--- src/rtl/ps2_mouse_init_ctrl_if.sv ---
// Byte-level handshake between the mouse init controller (master) and the PS/2 transceiver (slave).
interface ps2_mouse_init_ctrl_if;
  logic [7:0] tx_data;
  logic       tx_write;
  logic       tx_busy;
  logic       tx_error;
  logic [7:0] rx_data;
  logic       rx_valid;

  modport master (output tx_data, tx_write, input tx_busy, tx_error, rx_data, rx_valid);
  modport slave  (input tx_data, tx_write, output tx_busy, tx_error, rx_data, rx_valid);
endinterface

--- src/rtl/ps2_mouse_init_ctrl.sv ---
// PS/2 mouse power-up sequencer: FF / F3 rate / F4 with response checking, resend and retry.
// Define INTELLIMOUSE_EN to add the wheel knock sequence and F2 ID probe.
module ps2_mouse_init_ctrl #(
  parameter logic [7:0] SAMPLE_RATE    = 8'd100,
  parameter int         POWERUP_CYCLES = 65000,
  parameter int         RESP_TIMEOUT   = 2000000,
  parameter int         BAT_TIMEOUT    = 40000000,
  parameter int         MAX_RETRIES    = 3
) (
  input  logic                         clk,
  input  logic                         reset,
  input  logic                         restart,
  ps2_mouse_init_ctrl_if.master        ps2,
  output logic                         streaming,
  output logic                         init_error,
  output logic [3:0]                   retry_cnt,
  output logic                         has_wheel
);
`ifdef INTELLIMOUSE_EN
  localparam logic [3:0] LAST_STEP = 4'd10;
  localparam logic [3:0] ID_STEP   = 4'd7;
`else
  localparam logic [3:0] LAST_STEP = 4'd3;
`endif
  localparam logic [25:0] PWR_LIM   = 26'(POWERUP_CYCLES - 1);
  localparam logic [25:0] RESP_LIM  = 26'(RESP_TIMEOUT);
  localparam logic [25:0] BAT_LIM   = 26'(BAT_TIMEOUT);
  localparam logic [3:0]  RETRY_LIM = 4'(MAX_RETRIES);

  typedef enum logic [2:0] {PWRUP, SEND, WAIT_TX, WAIT_RESP, DONE, ERROR} state_t;

  function automatic logic [7:0] step_byte(input logic [3:0] s);
`ifdef INTELLIMOUSE_EN
    case (s)
      4'd0:                   return 8'hFF;
      4'd1, 4'd3, 4'd5, 4'd8: return 8'hF3;
      4'd2:                   return 8'hC8;
      4'd4:                   return 8'h64;
      4'd6:                   return 8'h50;
      4'd7:                   return 8'hF2;
      4'd9:                   return SAMPLE_RATE;
      default:                return 8'hF4;
    endcase
`else
    case (s)
      4'd0:    return 8'hFF;
      4'd1:    return 8'hF3;
      4'd2:    return SAMPLE_RATE;
      default: return 8'hF4;
    endcase
`endif
  endfunction

  state_t      state, state_n;
  logic [3:0]  step, step_n;
  logic [1:0]  ridx, ridx_n, last_ridx;
  logic        resent, resent_n, busy_seen, busy_seen_n;
  logic [25:0] tmr, tmr_n;
  logic [3:0]  retry_n;
  logic        streaming_n, init_error_n, tx_write_q, tx_write_n;
  logic [7:0]  tx_data_q, tx_data_n, exp_byte;
  logic        fail, timeout, is_id, byte_ok;
`ifdef INTELLIMOUSE_EN
  logic        wheel, wheel_n;
  assign has_wheel = wheel;
`else
  assign has_wheel = 1'b0;
`endif

  assign ps2.tx_data  = tx_data_q;
  assign ps2.tx_write = tx_write_q;

  // Response ROM: FF answers FA AA 00, F2 answers FA <id>, everything else FA.
  always_comb begin
    exp_byte  = 8'hFA;
    last_ridx = 2'd0;
    is_id     = 1'b0;
    if (step == 4'd0) begin
      last_ridx = 2'd2;
      if (ridx == 2'd1)      exp_byte = 8'hAA;
      else if (ridx == 2'd2) exp_byte = 8'h00;
    end
`ifdef INTELLIMOUSE_EN
    if (step == ID_STEP) begin
      last_ridx = 2'd1;
      is_id     = (ridx == 2'd1);
    end
`endif
    timeout = tmr >= (((step == 4'd0) && (ridx != 2'd0)) ? BAT_LIM : RESP_LIM);
    byte_ok = is_id ? (ps2.rx_data == 8'h00 || ps2.rx_data == 8'h03) : (ps2.rx_data == exp_byte);
  end

  always_comb begin
    state_n      = state;
    step_n       = step;
    ridx_n       = ridx;
    resent_n     = resent;
    busy_seen_n  = busy_seen;
    tmr_n        = (tmr == '1) ? tmr : tmr + 26'd1;
    retry_n      = retry_cnt;
    streaming_n  = streaming;
    init_error_n = init_error;
    tx_write_n   = 1'b0;
    tx_data_n    = tx_data_q;
    fail         = 1'b0;
`ifdef INTELLIMOUSE_EN
    wheel_n      = wheel;
`endif
    case (state)
      PWRUP: if (tmr >= PWR_LIM) state_n = SEND;
      SEND: if (!ps2.tx_busy) begin
        tx_write_n  = 1'b1;
        tx_data_n   = step_byte(step);
        ridx_n      = 2'd0;
        busy_seen_n = 1'b0;
        tmr_n       = '0;
        state_n     = WAIT_TX;
      end
      // busy may rise a cycle after the strobe, so require having seen it high first
      WAIT_TX: begin
        busy_seen_n = busy_seen | ps2.tx_busy;
        if (ps2.tx_error || timeout)          fail = 1'b1;
        else if (busy_seen && !ps2.tx_busy)   state_n = WAIT_RESP;
      end
      WAIT_RESP: begin
        if (ps2.rx_valid) begin
          if (ps2.rx_data == 8'hFE) begin
            if (resent) fail = 1'b1;
            else begin
              resent_n = 1'b1;
              state_n  = SEND;
            end
          end else if (byte_ok) begin
            tmr_n = '0;
`ifdef INTELLIMOUSE_EN
            if (is_id) wheel_n = ps2.rx_data[0];
`endif
            if (ridx != last_ridx) ridx_n = ridx + 2'd1;
            else if (step == LAST_STEP) begin
              state_n     = DONE;
              streaming_n = 1'b1;
            end else begin
              step_n   = step + 4'd1;
              resent_n = 1'b0;
              state_n  = SEND;
            end
          end else fail = 1'b1;
        end else if (timeout) fail = 1'b1;
      end
      default: ;
    endcase

    if (fail) begin
      if (retry_cnt < RETRY_LIM) begin
        retry_n  = (retry_cnt == 4'hF) ? retry_cnt : retry_cnt + 4'd1;
        step_n   = 4'd0;
        resent_n = 1'b0;
        state_n  = SEND;
      end else begin
        state_n      = ERROR;
        init_error_n = 1'b1;
        streaming_n  = 1'b0;
      end
    end

    // restart overrides everything, including a byte arriving in the same cycle
    if (restart) begin
      state_n      = SEND;
      step_n       = 4'd0;
      ridx_n       = 2'd0;
      resent_n     = 1'b0;
      retry_n      = 4'd0;
      streaming_n  = 1'b0;
      init_error_n = 1'b0;
      tx_write_n   = 1'b0;
`ifdef INTELLIMOUSE_EN
      wheel_n      = 1'b0;
`endif
    end
  end

  always_ff @(posedge clk or posedge reset) begin
    if (reset) state <= PWRUP;
    else       state <= state_n;
  end

  always_ff @(posedge clk or posedge reset) begin
    if (reset) begin
      step       <= 4'd0;
      ridx       <= 2'd0;
      resent     <= 1'b0;
      busy_seen  <= 1'b0;
      tmr        <= '0;
      retry_cnt  <= 4'd0;
      streaming  <= 1'b0;
      init_error <= 1'b0;
      tx_write_q <= 1'b0;
      tx_data_q  <= 8'h00;
`ifdef INTELLIMOUSE_EN
      wheel      <= 1'b0;
`endif
    end else begin
      step       <= step_n;
      ridx       <= ridx_n;
      resent     <= resent_n;
      busy_seen  <= busy_seen_n;
      tmr        <= tmr_n;
      retry_cnt  <= retry_n;
      streaming  <= streaming_n;
      init_error <= init_error_n;
      tx_write_q <= tx_write_n;
      tx_data_q  <= tx_data_n;
`ifdef INTELLIMOUSE_EN
      wheel      <= wheel_n;
`endif
    end
  end
endmodule
--- src/flat_wrapper.sv ---
// flat-port wrapper written by rule: the top's interface ports become plain ports
module ps2_mouse_init_ctrl_flat 
#(
  parameter logic [7:0] SAMPLE_RATE    = 8'd100,
  parameter int         POWERUP_CYCLES = 65000,
  parameter int         RESP_TIMEOUT   = 2000000,
  parameter int         BAT_TIMEOUT    = 40000000,
  parameter int         MAX_RETRIES    = 3
)
  (clk, reset, restart, streaming, init_error, retry_cnt, has_wheel, ps2_tx_data, ps2_tx_write, ps2_tx_busy, ps2_tx_error, ps2_rx_data, ps2_rx_valid);
  ps2_mouse_init_ctrl_if ps2_i ();
  input  logic clk;
  input  logic reset;
  input  logic restart;
  output logic streaming;
  output logic init_error;
  output logic [3:0] retry_cnt;
  output logic has_wheel;
  output wire logic [$bits(ps2_i.tx_data)-1:0] ps2_tx_data;
  output wire logic [$bits(ps2_i.tx_write)-1:0] ps2_tx_write;
  input wire logic [$bits(ps2_i.tx_busy)-1:0] ps2_tx_busy;
  input wire logic [$bits(ps2_i.tx_error)-1:0] ps2_tx_error;
  input wire logic [$bits(ps2_i.rx_data)-1:0] ps2_rx_data;
  input wire logic [$bits(ps2_i.rx_valid)-1:0] ps2_rx_valid;
  assign ps2_tx_data = ps2_i.tx_data;
  assign ps2_tx_write = ps2_i.tx_write;
  assign ps2_i.tx_busy = ps2_tx_busy;
  assign ps2_i.tx_error = ps2_tx_error;
  assign ps2_i.rx_data = ps2_rx_data;
  assign ps2_i.rx_valid = ps2_rx_valid;
  ps2_mouse_init_ctrl #(.SAMPLE_RATE(SAMPLE_RATE), .POWERUP_CYCLES(POWERUP_CYCLES), .RESP_TIMEOUT(RESP_TIMEOUT), .BAT_TIMEOUT(BAT_TIMEOUT), .MAX_RETRIES(MAX_RETRIES)) u_core (.clk(clk), .reset(reset), .restart(restart), .ps2(ps2_i), .streaming(streaming), .init_error(init_error), .retry_cnt(retry_cnt), .has_wheel(has_wheel));
endmodule
--- config.mk ---
export PLATFORM = sky130hd
export DESIGN_NAME = ps2_mouse_init_ctrl_flat
export DESIGN_NICKNAME = d
export VERILOG_FILES = /design/src/rtl/ps2_mouse_init_ctrl_if.sv /design/src/rtl/ps2_mouse_init_ctrl.sv /design/src/flat_wrapper.sv
export SDC_FILE = /design/constraint.sdc
export NUM_CORES = 1
export LEC_CHECK = 0
export CORE_UTILIZATION = 62
export CTS_CLUSTER_SIZE = 25
export DETAILED_ROUTE_END_ITERATION = 6
export PLACE_DENSITY = 0.86
export SLEW_MARGIN = 5
export SYNTH_ARGS = -nofsm -noshare
export SYNTH_HDL_FRONTEND = slang
export SYNTH_SLANG_ARGS = --single-unit
--- constraint.sdc ---
create_clock -name clk -period 5.9 [get_ports clk]
set_input_delay 0.59 -clock clk [delete_from_list [all_inputs] [get_ports clk]]
set_output_delay 0.59 -clock clk [all_outputs]
set_load 0.02 [all_outputs]
==> out/metrics.yaml, run 1 <==
global_route:
  grt_pass1_vias: 2428
  antenna_found_initial: 0
  grt_usage: 0.2742
  grt_max_degree: 50
  grt_remaining_overflow: 0
  grt_pass1_wl_um: 11150
sta:
  rsz0062_at_grt: "false"
  max_freq_mhz: 275.6
  worst_pin_slew_ns: 1.019
  finalClockSkew_ns: 0.01235
  fin_setup_tns_ns: 0
  setup_slack_ns: 2.272
  min_period_ns: 3.628
  hold_viol_final: 0
  drv_slew: 0
  slew-limit-headroom: 0.3194
  setup_viol: 0
  finalCritPeriodShare: 0.6150
detailed_routing:
  wire_per_inst_um: 15.27
  wl_um: 6597
  drt-pass1-iter-count: 4
  dr_total_vias: 2576
  drt_iter0_drc: 331
  vias_per_cell: 5.963
  detail-route-antenna-nets: 0
  drc_errors: 0
job:
  max_cap_viol_count: 0
power_and_ir_drop:
  pwr_density_cell_mw_per_mm2: 249.7
  switching_power_uw: 292.6
  p_comb_frac: 0.285
  power.share.switching: 0.3387
  power_frac_seq: 0.464
  vdd_drop_max_uv: 165.4
  leakage_nw: 1.448
  intPower_uw: 571.1
  clkPwrFrac: 0.251
logic_synthesis:
  yosysTopAreaCellShare: 0.4005
  syn_area_sq_mm: 0.003062
  yosysUniqueCellTypes: 53
  synth_flop_cell: "dfrtp_1"
  yosysSeqAreaShare: 0.4005
  ys_ff_latch: 49
  avgSynthCellArea_sq_um: 8.926
  syn_inst: 343
  synth-edff-count: 0
  async_flop_share: 1.000
  synth.area.top_cells: "dfrtp_1, ha_1, nor2_1"
  yosysTopAreaCell: "dfrtp_1"
  yosys_warnings: 0
  syn_nets: 374
worst_setup_path:
  path_common_cell: "ha_1"
  critPathKind: "flip-flop to flip-flop"
  crit_slowest_cell: "nor4b_4"
  rr_worst_depth: 12
  crit_required_ns: 6.08
  max_stage_delay_ns: 0.46
  cp_max_fo: 11
  path_cells: "inv_1, ha_1, nor4b_4, inv_2, ha_1, nand2_1, nor4_1, o311ai_0, a311oi_2, a21oi_2, a2111oi_0, a211oi_1"
  cp-start-kind: "flip-flop"
  arrival_ns: 3.81
  end_kind: "flip-flop"
floorplanning:
  start_util: 0.6482
  core_sq_mm: 0.004723
  fp.dieH_um: 72.27
  die_w_um: 72.27
  row_count: 25
  dieArea_sq_mm: 0.005223
  ios: 30
placement:
  dp.final_hpwl_um: 4738
  gp_congestion: 0.8633
  pre_cts_ws_ns: 2.293
  io_buffer_count: 28
clocking:
  clk_path_buf_depth: 2
  cts-root-buf: "clkbuf_8"
  postCtsSetupBuffers: 0
  cts_tree: "done"
  path_clk_slew_ns: 0.09
  h-tree-depth: 2
  cts_made_buffers: 5
  cts.repair.resized: 0
  hold_buffers: 0
  clock-sinks: 49
  insertion_delay_ns: 0.31
finish:
  layout.nets: 395
  drive_gt1_frac: 0.06027
  finish.utilization: 0.7325
  areaGrowthSynthToFinish_pct: 13.00
  antenna_cells: 0
outcome:
  outcome: "finished clean"
min_path:
  hold_depth: 2
  hold_path.class: "flip-flop to flip-flop"
-- power groups by stage --
stage | Sequential, mW | Combinational [mW] | Clock [mW]
floorplan | 0.404 | 0.167 | 0
global placement | 0.404 | 0.240 | 0
detailed placement | 0.407 | 0.242 | 0
CTS | 0.400 | 0.246 | 0.222
global route | 0.407 | 0.271 | 0.234
finish | 0.401 | 0.246 | 0.217
-- metrics by stage --
stage | power (mW) | std cells | cell area, sq um | hold slack, ns
finish | 0.8637 | 432 | 3460 | 0.4903
global route | 0.9113 | 432 | 3460 | 0.5114
CTS | 0.8677 | 432 | 3460 | 0.4925
detailed placement | 0.6492 | 424 | 3358 | 0.4709
global placement | 0.6440 | 424 | 3358 | 0.4655
floorplan | 0.5709 | 343 | 3062 | 0.4955
-- layout by cell type, fill, tap and decap left out, types with 2 or more instances in the layout --
master           netlist  routed
nor2_1                51      51
dfrtp_1               49      49
clkdlybuf4s50_1        0      28
nand2_1               24      24
ha_1                  17      17
inv_1                 17      16
nor3_1                12      12
nand3_1               12      12
xnor2_1               12      12
nor4_1                11      11
xor2_1                11      11
o21ai_0               10      10
nand4_1               10      10
a21oi_1                9       9
nand2b_1               8       8
a31oi_1                7       7
clkbuf_8               0       7
mux2i_1                6       6
and3_1                 6       6
nor2b_1                5       5
a211oi_1               4       4
and4_1                 4       4
or2_2                  3       3
or4_1                  3       3
and2_1                 3       3
a21boi_0               2       2
o21ai_1                2       2
or3_1                  2       2
o311ai_0               2       2
inv_2                  1       2
a41oi_1                2       2
a2111oi_0              2       2
buf_4                  5       2
-- final cells by class --
| cell class | instances | area [sq um] |
|---|---|---|
| fillers | 360 | 1264 |
| inverters | 18 | 67.56 |
| clock buffers | 7 | 96.34 |
| repair buffers | 30 | 295.3 |
| flip-flops and latches | 49 | 1226 |
| well taps | 67 | 83.83 |
| clock inverters | 1 | 5.005 |
| multi-input cells | 260 | 1685 |
-- path summary, 6_finish.rpt --
| path | from | endpoint | slack (ns) |
|---|---|---|---|
| min | u_core.ps2.tx_data[3] | u_core.ps2.tx_data[3] | 0.49 |
| min reg2reg | u_core.ps2.tx_data[3] | u_core.ps2.tx_data[3] | 0.49 |
| max in group asynchronous | reset | u_core.tmr[8] | 4.42 |
| max | u_core.step[0] | u_core.state[1] | 2.27 |
| min in group asynchronous | reset | u_core.busy_seen | 0.84 |
| max reg2reg | u_core.step[0] | u_core.state[1] | 2.27 |
-- cell usage after synthesis, drive strengths merged, types with 4 or more instances --
master	instances
nor2	51
ha	17
a21oi	10
clkbuf	8
buf	8
nand4	10
nand3	12
and3	6
nand2b	8
nor3	12
or4	4
xnor2	12
nor2b	5
a211oi	4
a31oi	7
nor4	12
o21ai	12
mux2i	6
xor2	11
dfrtp	49
and4	4
nand2	24
inv	18
-- worst max-delay path, delay by kind of cell (launching register included) --
kind / cells / cell delay (ns)
adders and majority gates: 2 / 0.69
AOI/OAI and AO/OA: 5 / 1.29
DFF: 1 / 0.44
buffers and inverters: 2 / 0.30
and+or+nand+nor: 3 / 0.80
-- registers in the layout (all words and copies together), names as in the netlist --
| name | flops |
|---|---|
| u_core.ps2.tx_write | 1 |
| u_core.step | 4 |
| u_core.ridx | 2 |
| u_core.busy_seen | 1 |
| u_core.init_error | 1 |
| u_core.tmr | 26 |
| u_core.ps2.tx_data | 5 |
| u_core.retry_cnt | 4 |
| u_core.resent | 1 |
| u_core.state | 3 |
| u_core.streaming | 1 |
-- logic make-up after synthesis --
| kind of cell | Yosys count | share of synthesized area |
|---|---|---|
| other | 1 | 0.001225 |
| DFF | 49 | 0.4005 |
| muxes | 6 | 0.01962 |
| AOI/OAI and AO/OA | 51 | 0.1157 |
| buffers and inverters | 34 | 0.04904 |
| xor gates and xnor gates | 23 | 0.06579 |
| and+or+nand+nor | 161 | 0.2754 |
| adders and majority gates | 18 | 0.07274 |
-- per-layer routing --
| layer | wire length [um] | GRT usage | share of wire |
|---|---|---|---|
| met2 | 3180 | 0.4600 | 0.48 |
| met5 | 0 | 0 | 0 |
| met4 | 196 | 0.1002 | 0.030 |
| met3 | 348 | 0.05000 | 0.053 |
| met1 | 2872 | 0.3558 | 0.44 |
Note: power is estimated with default switching activity, not from simulation.
==> run 2, diff against run 1 <==
--- a/config.mk
+++ b/config.mk
@@ -5,10 +5,10 @@
 export SDC_FILE = /design/constraint.sdc
 export NUM_CORES = 1
 export LEC_CHECK = 0
-export CORE_UTILIZATION = 62
+export CORE_UTILIZATION = 52
 export CTS_CLUSTER_SIZE = 25
 export DETAILED_ROUTE_END_ITERATION = 6
-export PLACE_DENSITY = 0.86
+export PLACE_DENSITY = 0.77
 export SLEW_MARGIN = 5
 export SYNTH_ARGS = -nofsm -noshare
 export SYNTH_HDL_FRONTEND = slang
==> constraint.sdc (replaced) <==
create_clock -name clk -period 3.1 [get_ports clk]
set_input_delay 0.31 -clock clk [delete_from_list [all_inputs] [get_ports clk]]
set_output_delay 0.31 -clock clk [all_outputs]
set_load 0.02 [all_outputs]
==> run 2 against run 1 <==
Clock skew grew 0.0049 ns. Register-to-register slack worse by 2.2 ns. Sequential share of layout area down 1.5 points. Sequential power rose by 90%. Clock power grew 91%. Global-route usage fell by 3.6 points. Largest cell class unchanged. Largest power group unchanged.
==> out/metrics.yaml, run 2 (synthesis results as in run 1) <==
outcome:
  outcome: "finished clean"
detailed_routing:
  dr_total_vias: 2654
  drt-pass1-iter-count: 4
  drc_errors: 0
  wire_per_inst_um: 15.66
  detail-route-antenna-nets: 0
  wl_um: 7064
  vias_per_cell: 5.885
  drt_iter0_drc: 195
sta:
  min_period_ns: 3.026
  max_freq_mhz: 330.4
  hold_slack_ns: 0.4932
  finalCritPeriodShare: 0.9762
  worst_pin_slew_ns: 0.9888
  setup_viol: 0
  drv_slew: 0
  slew-limit-headroom: 0.3408
  finalClockSkew_ns: 0.01729
  hold_viol_final: 0
placement:
  dp.final_hpwl_um: 4982
  dp_cells: 439
  place_area_sq_mm: 0.003440
  gp_congestion: 0.9191
  io_buffer_count: 28
power_and_ir_drop:
  pwr_density_cell_mw_per_mm2: 462.6
  leakage_nw: 1.526
  vdd_drop_max_uv: 261.7
global_route:
  grt_pass1_vias: 2509
  grt_remaining_overflow: 0
  grt_pass1_wl_um: 11460
  grt_max_degree: 50
  antenna_found_initial: 0
  grt_usage: 0.2381
worst_setup_path:
  critPathKind: "flip-flop to flip-flop"
  r2r_end: "u_core.state[1]"
  cp_max_fo: 8
  rr_worst_depth: 12
  crit_end: "u_core.state[1]"
  end_kind: "flip-flop"
  cp-start-kind: "flip-flop"
  r2r_slack_ns: 0.07
  crit_required_ns: 3.29
  arrival_ns: 3.22
  r2r_start: "u_core.ridx[0]"
  critPathLaunch: "u_core.ridx[0]"
finish:
  largest_reg_flops: 26
  regMostFlops: "u_core.tmr"
  areaGrowthSynthToFinish_pct: 17.86
  drive_gt1_frac: 0.1108
  layout.nets: 409
  final_cell_mix: "nor2_1, dfrtp_1, clkdlybuf4s50_1, nand2_1"
  final_common_cell: "nor2_1"
  stdcell_area_sq_mm: 0.003608
  fin_cells: 451
  antenna_cells: 0
floorplanning:
  row_count: 27
  ios: 30
  start_util: 0.5493
  dieArea_sq_mm: 0.006198
  die_w_um: 78.73
  core_sq_mm: 0.005574
  fp.dieH_um: 78.73
clocking:
  hold_buffers: 0
  clock-sinks: 49
  cts_made_buffers: 5
  insertion_delay_ns: 0.32
  cts_tree: "done"
  clk_path_buf_depth: 2
  path_clk_slew_ns: 0.10
  h-tree-depth: 2
  cts-root-buf: "clkbuf_8"
job:
  max_cap_viol_count: 0
min_path:
  hold_path.class: "flip-flop to flip-flop"
run 2: cell types whose count changed in the layout (fill, tap and decap cells not counted), sizes merged:
| cell | before | now |
|---|---|---|
| buf | 2 | 16 |
| clkbuf | 7 | 6 |
| clkinv | 1 | 0 |
| clkinvlp | 0 | 1 |
| inv | 18 | 19 |
run 2: timing repair:
item / 4_1_cts / 5_1_grt
setup endpoints to repair: 1 / 12
pin swaps: 0 / 5
setup buffers: 0 / 4
resized for setup: 1 / 11
run 2: how the worst min path moves through the flow:
stage,slack [ns],to,start,cells past startpoint
2_1_floorplan,0.48,u_core.busy_seen,ps2_tx_busy,2
6_report,0.49,u_core.ps2.tx_data[3],u_core.ps2.tx_data[3],2
3_3_place_gp,0.47,u_core.ps2.tx_data[3],u_core.ps2.tx_data[3],2
5_1_grt,0.52,u_core.ps2.tx_data[3],u_core.ps2.tx_data[3],2
4_1_cts,0.50,u_core.ps2.tx_data[3],u_core.ps2.tx_data[3],2
3_5_place_dp,0.48,u_core.ps2.tx_data[3],u_core.ps2.tx_data[3],2
run 2: report_power, final:
group | internal (mW) | total, mW | switching [mW]
logic | 0.204 | 0.491 | 0.287
clock network | 0.184 | 0.415 | 0.231
registers | 0.696 | 0.763 | 0.0667
total | 1.08 | 1.67 | 0.585
run 2: routing by layer:
layer,part of all wire,GRT usage,up-vias
met2,0.46,0.3713,83
li1,-,-,1286
met5,0,0,-
met1,0.48,0.3251,1280
met3,0.058,0.06092,5
met4,0.0065,0.07222,0
run 2: worst max-delay path, stage by stage, from the launching register on:
cell	delay, ns
dfrtp_1	0.36
inv_1	0.08
ha_2	0.22
nor4b_4	0.30
inv_2	0.14
ha_1	0.35
nand2_1	0.10
nor4_2	0.25
o311ai_1	0.16
a311oi_2	0.33
a21oi_4	0.14
a2111oi_1	0.38
a211oi_1	0.10
run 2: cell type report:
class / count / area (sq um)
flip-flops and latches: 49 / 1226
well taps: 72 / 90.09
fillers: 480 / 1966
repair buffers: 44 / 400.4
multi-input cells: 260 / 1725
clock inverters: 2 / 16.27
clock buffers: 6 / 82.58
inverters: 18 / 67.56
run 2: stage by stage:
step	utilization	setup WS (ns)	power, mW	TNS, ns
after floorplan	-	0.2004	1.086	0
final	0.6474	0.07380	1.669	0
after global routing	0.6474	-0.08176	1.758	-0.2952
after CTS	0.6361	0.02279	1.664	0
after global placement	0.6171	0.1653	1.233	0
after detailed placement	0.6171	-0.007640	1.247	-0.007640
==> run 3, diff against run 2 <==
--- a/config.mk
+++ b/config.mk
@@ -5,10 +5,10 @@
 export SDC_FILE = /design/constraint.sdc
 export NUM_CORES = 1
 export LEC_CHECK = 0
-export CORE_UTILIZATION = 52
+export CORE_UTILIZATION = 62
 export CTS_CLUSTER_SIZE = 25
 export DETAILED_ROUTE_END_ITERATION = 6
-export PLACE_DENSITY = 0.77
+export PLACE_DENSITY = 0.86
 export SLEW_MARGIN = 5
 export SYNTH_ARGS = -nofsm -noshare
 export SYNTH_HDL_FRONTEND = slang
==> constraint.sdc (replaced) <==
create_clock -name clk -period 3.7 [get_ports clk]
set_input_delay 0.37 -clock clk [delete_from_list [all_inputs] [get_ports clk]]
set_output_delay 0.37 -clock clk [all_outputs]
set_load 0.02 [all_outputs]
==> run 3 against run 2 <==
Die area shrank 16%. Routed wire length fell by 7.1%. Cell count decreased by 3.5%. Flip-flop and latch count unchanged. Core utilization up 8.5 points. Clock-buffer cell count grew 2. Combinational power down 20%. Critical endpoint is now u_core.step[0]. Highest routed layer unchanged.
==> out/metrics.yaml, run 3 (synthesis results as in run 1) <==
worst_setup_path:
  r2r_start: "u_core.step[0]"
  end_kind: "flip-flop"
  rr_worst_depth: 12
  cp-start-kind: "flip-flop"
  critPathKind: "flip-flop to flip-flop"
  r2r_end: "u_core.step[0]"
  arrival_ns: 3.49
  crit_required_ns: 3.87
  r2r_slack_ns: 0.38
  cp_max_fo: 11
placement:
  gp_congestion: 0.8608
  place_area_sq_mm: 0.003381
  dp.final_hpwl_um: 4798
  io_buffer_count: 28
sta:
  fin_setup_tns_ns: 0
  min_period_ns: 3.322
  drv_slew: 0
  finalCritPeriodShare: 0.8978
  slew-limit-headroom: 0.3217
  rsz0062_at_grt: "false"
  finalClockSkew_ns: 0.01007
  max_freq_mhz: 301.0
  worst_pin_slew_ns: 1.016
  hold_viol_final: 0
  setup_viol: 0
finish:
  layout.nets: 398
  finish.utilization: 0.7327
  stdcell_area_sq_mm: 0.003461
  largest_reg_flops: 26
  final_common_cell: "nor2_1"
  drive_gt1_frac: 0.05978
  regMostFlops: "u_core.tmr"
  areaGrowthSynthToFinish_pct: 13.04
  antenna_cells: 0
  fillers: 386
  final_cell_mix: "nor2_1, dfrtp_1, clkdlybuf4s50_1, nand2_1, ha_1"
detailed_routing:
  dr_total_vias: 2642
  drt-pass1-iter-count: 5
  detail-route-antenna-nets: 0
  drt_iter0_drc: 227
  wl_um: 6559
  vias_per_cell: 6.074
  drc_errors: 0
  wire_per_inst_um: 15.08
global_route:
  busiest_layer: "met2"
  grt_max_degree: 50
  grtUsageMet1: 0.3324
  grt_pass1_wl_um: 11120
  grt_usage: 0.2753
  grt_pass1_vias: 2487
  grt_util_met2: 0.4860
  grt_remaining_overflow: 0
  use_met3: 0.03750
  antenna_found_initial: 0
clocking:
  insertion_delay_ns: 0.31
  cts.repair.resized: 0
  postCtsSetupBuffers: 0
  path_clk_slew_ns: 0.08
  clk_path_buf_depth: 2
  cts-root-buf: "clkbuf_8"
  h-tree-depth: 2
  clock-sinks: 49
  cts_made_buffers: 5
  hold_buffers: 0
  cts_tree: "done"
floorplanning:
  die_w_um: 72.27
  core_sq_mm: 0.004723
  ios: 30
  row_count: 25
  start_util: 0.6482
  fp.dieH_um: 72.27
  dieArea_sq_mm: 0.005223
min_path:
  hold_depth: 2
  hold_path.class: "flip-flop to flip-flop"
  min_from: "u_core.ps2.tx_data[3]"
  hold_path_end: "u_core.ps2.tx_data[3]"
power_and_ir_drop:
  pwr_density_cell_mw_per_mm2: 385.5
  finalPower_mw: 1.334
  leakage_nw: 1.448
  vdd_drop_max_uv: 254.5
outcome:
  outcome: "finished clean"
job:
  max_cap_viol_count: 0
## run 3: cell types whose count changed in the layout (fill, tap and decap cells not counted), sizes merged
cell and delta:
inv -1, clkbuf +2, buf -11, clkinvlp -1
## run 3: how the worst max path moves through the flow
stage,from,to,slack [ns],cells past startpoint
2_1_floorplan,u_core.step[0],u_core.state[1],0.80,12
3_3_place_gp,u_core.step[0],u_core.step[0],0.57,12
3_5_place_dp,u_core.step[0],u_core.step[0],0.41,12
4_1_cts,u_core.step[0],u_core.step[0],0.39,12
5_1_grt,u_core.step[0],u_core.step[0],0.11,12
6_report,u_core.step[0],u_core.step[0],0.38,12
## run 3: through the flow
stage | hold WS, ns | instances | worst slack, ns
2_1_floorplan | 0.4955 | 343 | 0.8004
3_3_place_gp | 0.4645 | 427 | 0.5665
3_5_place_dp | 0.4624 | 427 | 0.4149
4_1_cts | 0.4831 | 435 | 0.3935
5_1_grt | 0.4906 | 435 | 0.1120
6_report | 0.4757 | 435 | 0.3782
## run 3: layout make-up
type,count,area [sq um],share of cell area
clock buffers,8,80.08,0.02314
flip-flops and latches,49,1226,0.3543
multi-input cells,260,1685,0.4870
repair buffers,33,317.8,0.09183
well taps,67,83.83,0.02422
inverters,18,67.56,0.01952
## run 3: critical path: stages (launching register included)
cell	delay, ns
dfrtp_1	0.44
inv_1	0.10
ha_1	0.34
nor4b_4	0.29
inv_2	0.14
ha_1	0.32
nand4b_1	0.09
nor4_1	0.27
o311ai_0	0.18
a311oi_2	0.34
a21oi_2	0.16
o21bai_1	0.41
nor2_1	0.11
## run 3: per-layer routing
layer / wire length (um) / share of wire
met5: 0 / 0
met2: 3360 / 0.51
met3: 297 / 0.045
met4: 161 / 0.025
met1: 2739 / 0.42
## run 3: where the power goes
group | total, mW | switching, mW | internal, mW
Combinational | 0.393 | 0.236 | 0.158
Sequential | 0.637 | 0.0536 | 0.583
Clock | 0.304 | 0.169 | 0.135
Total | 1.33 | 0.458 | 0.876
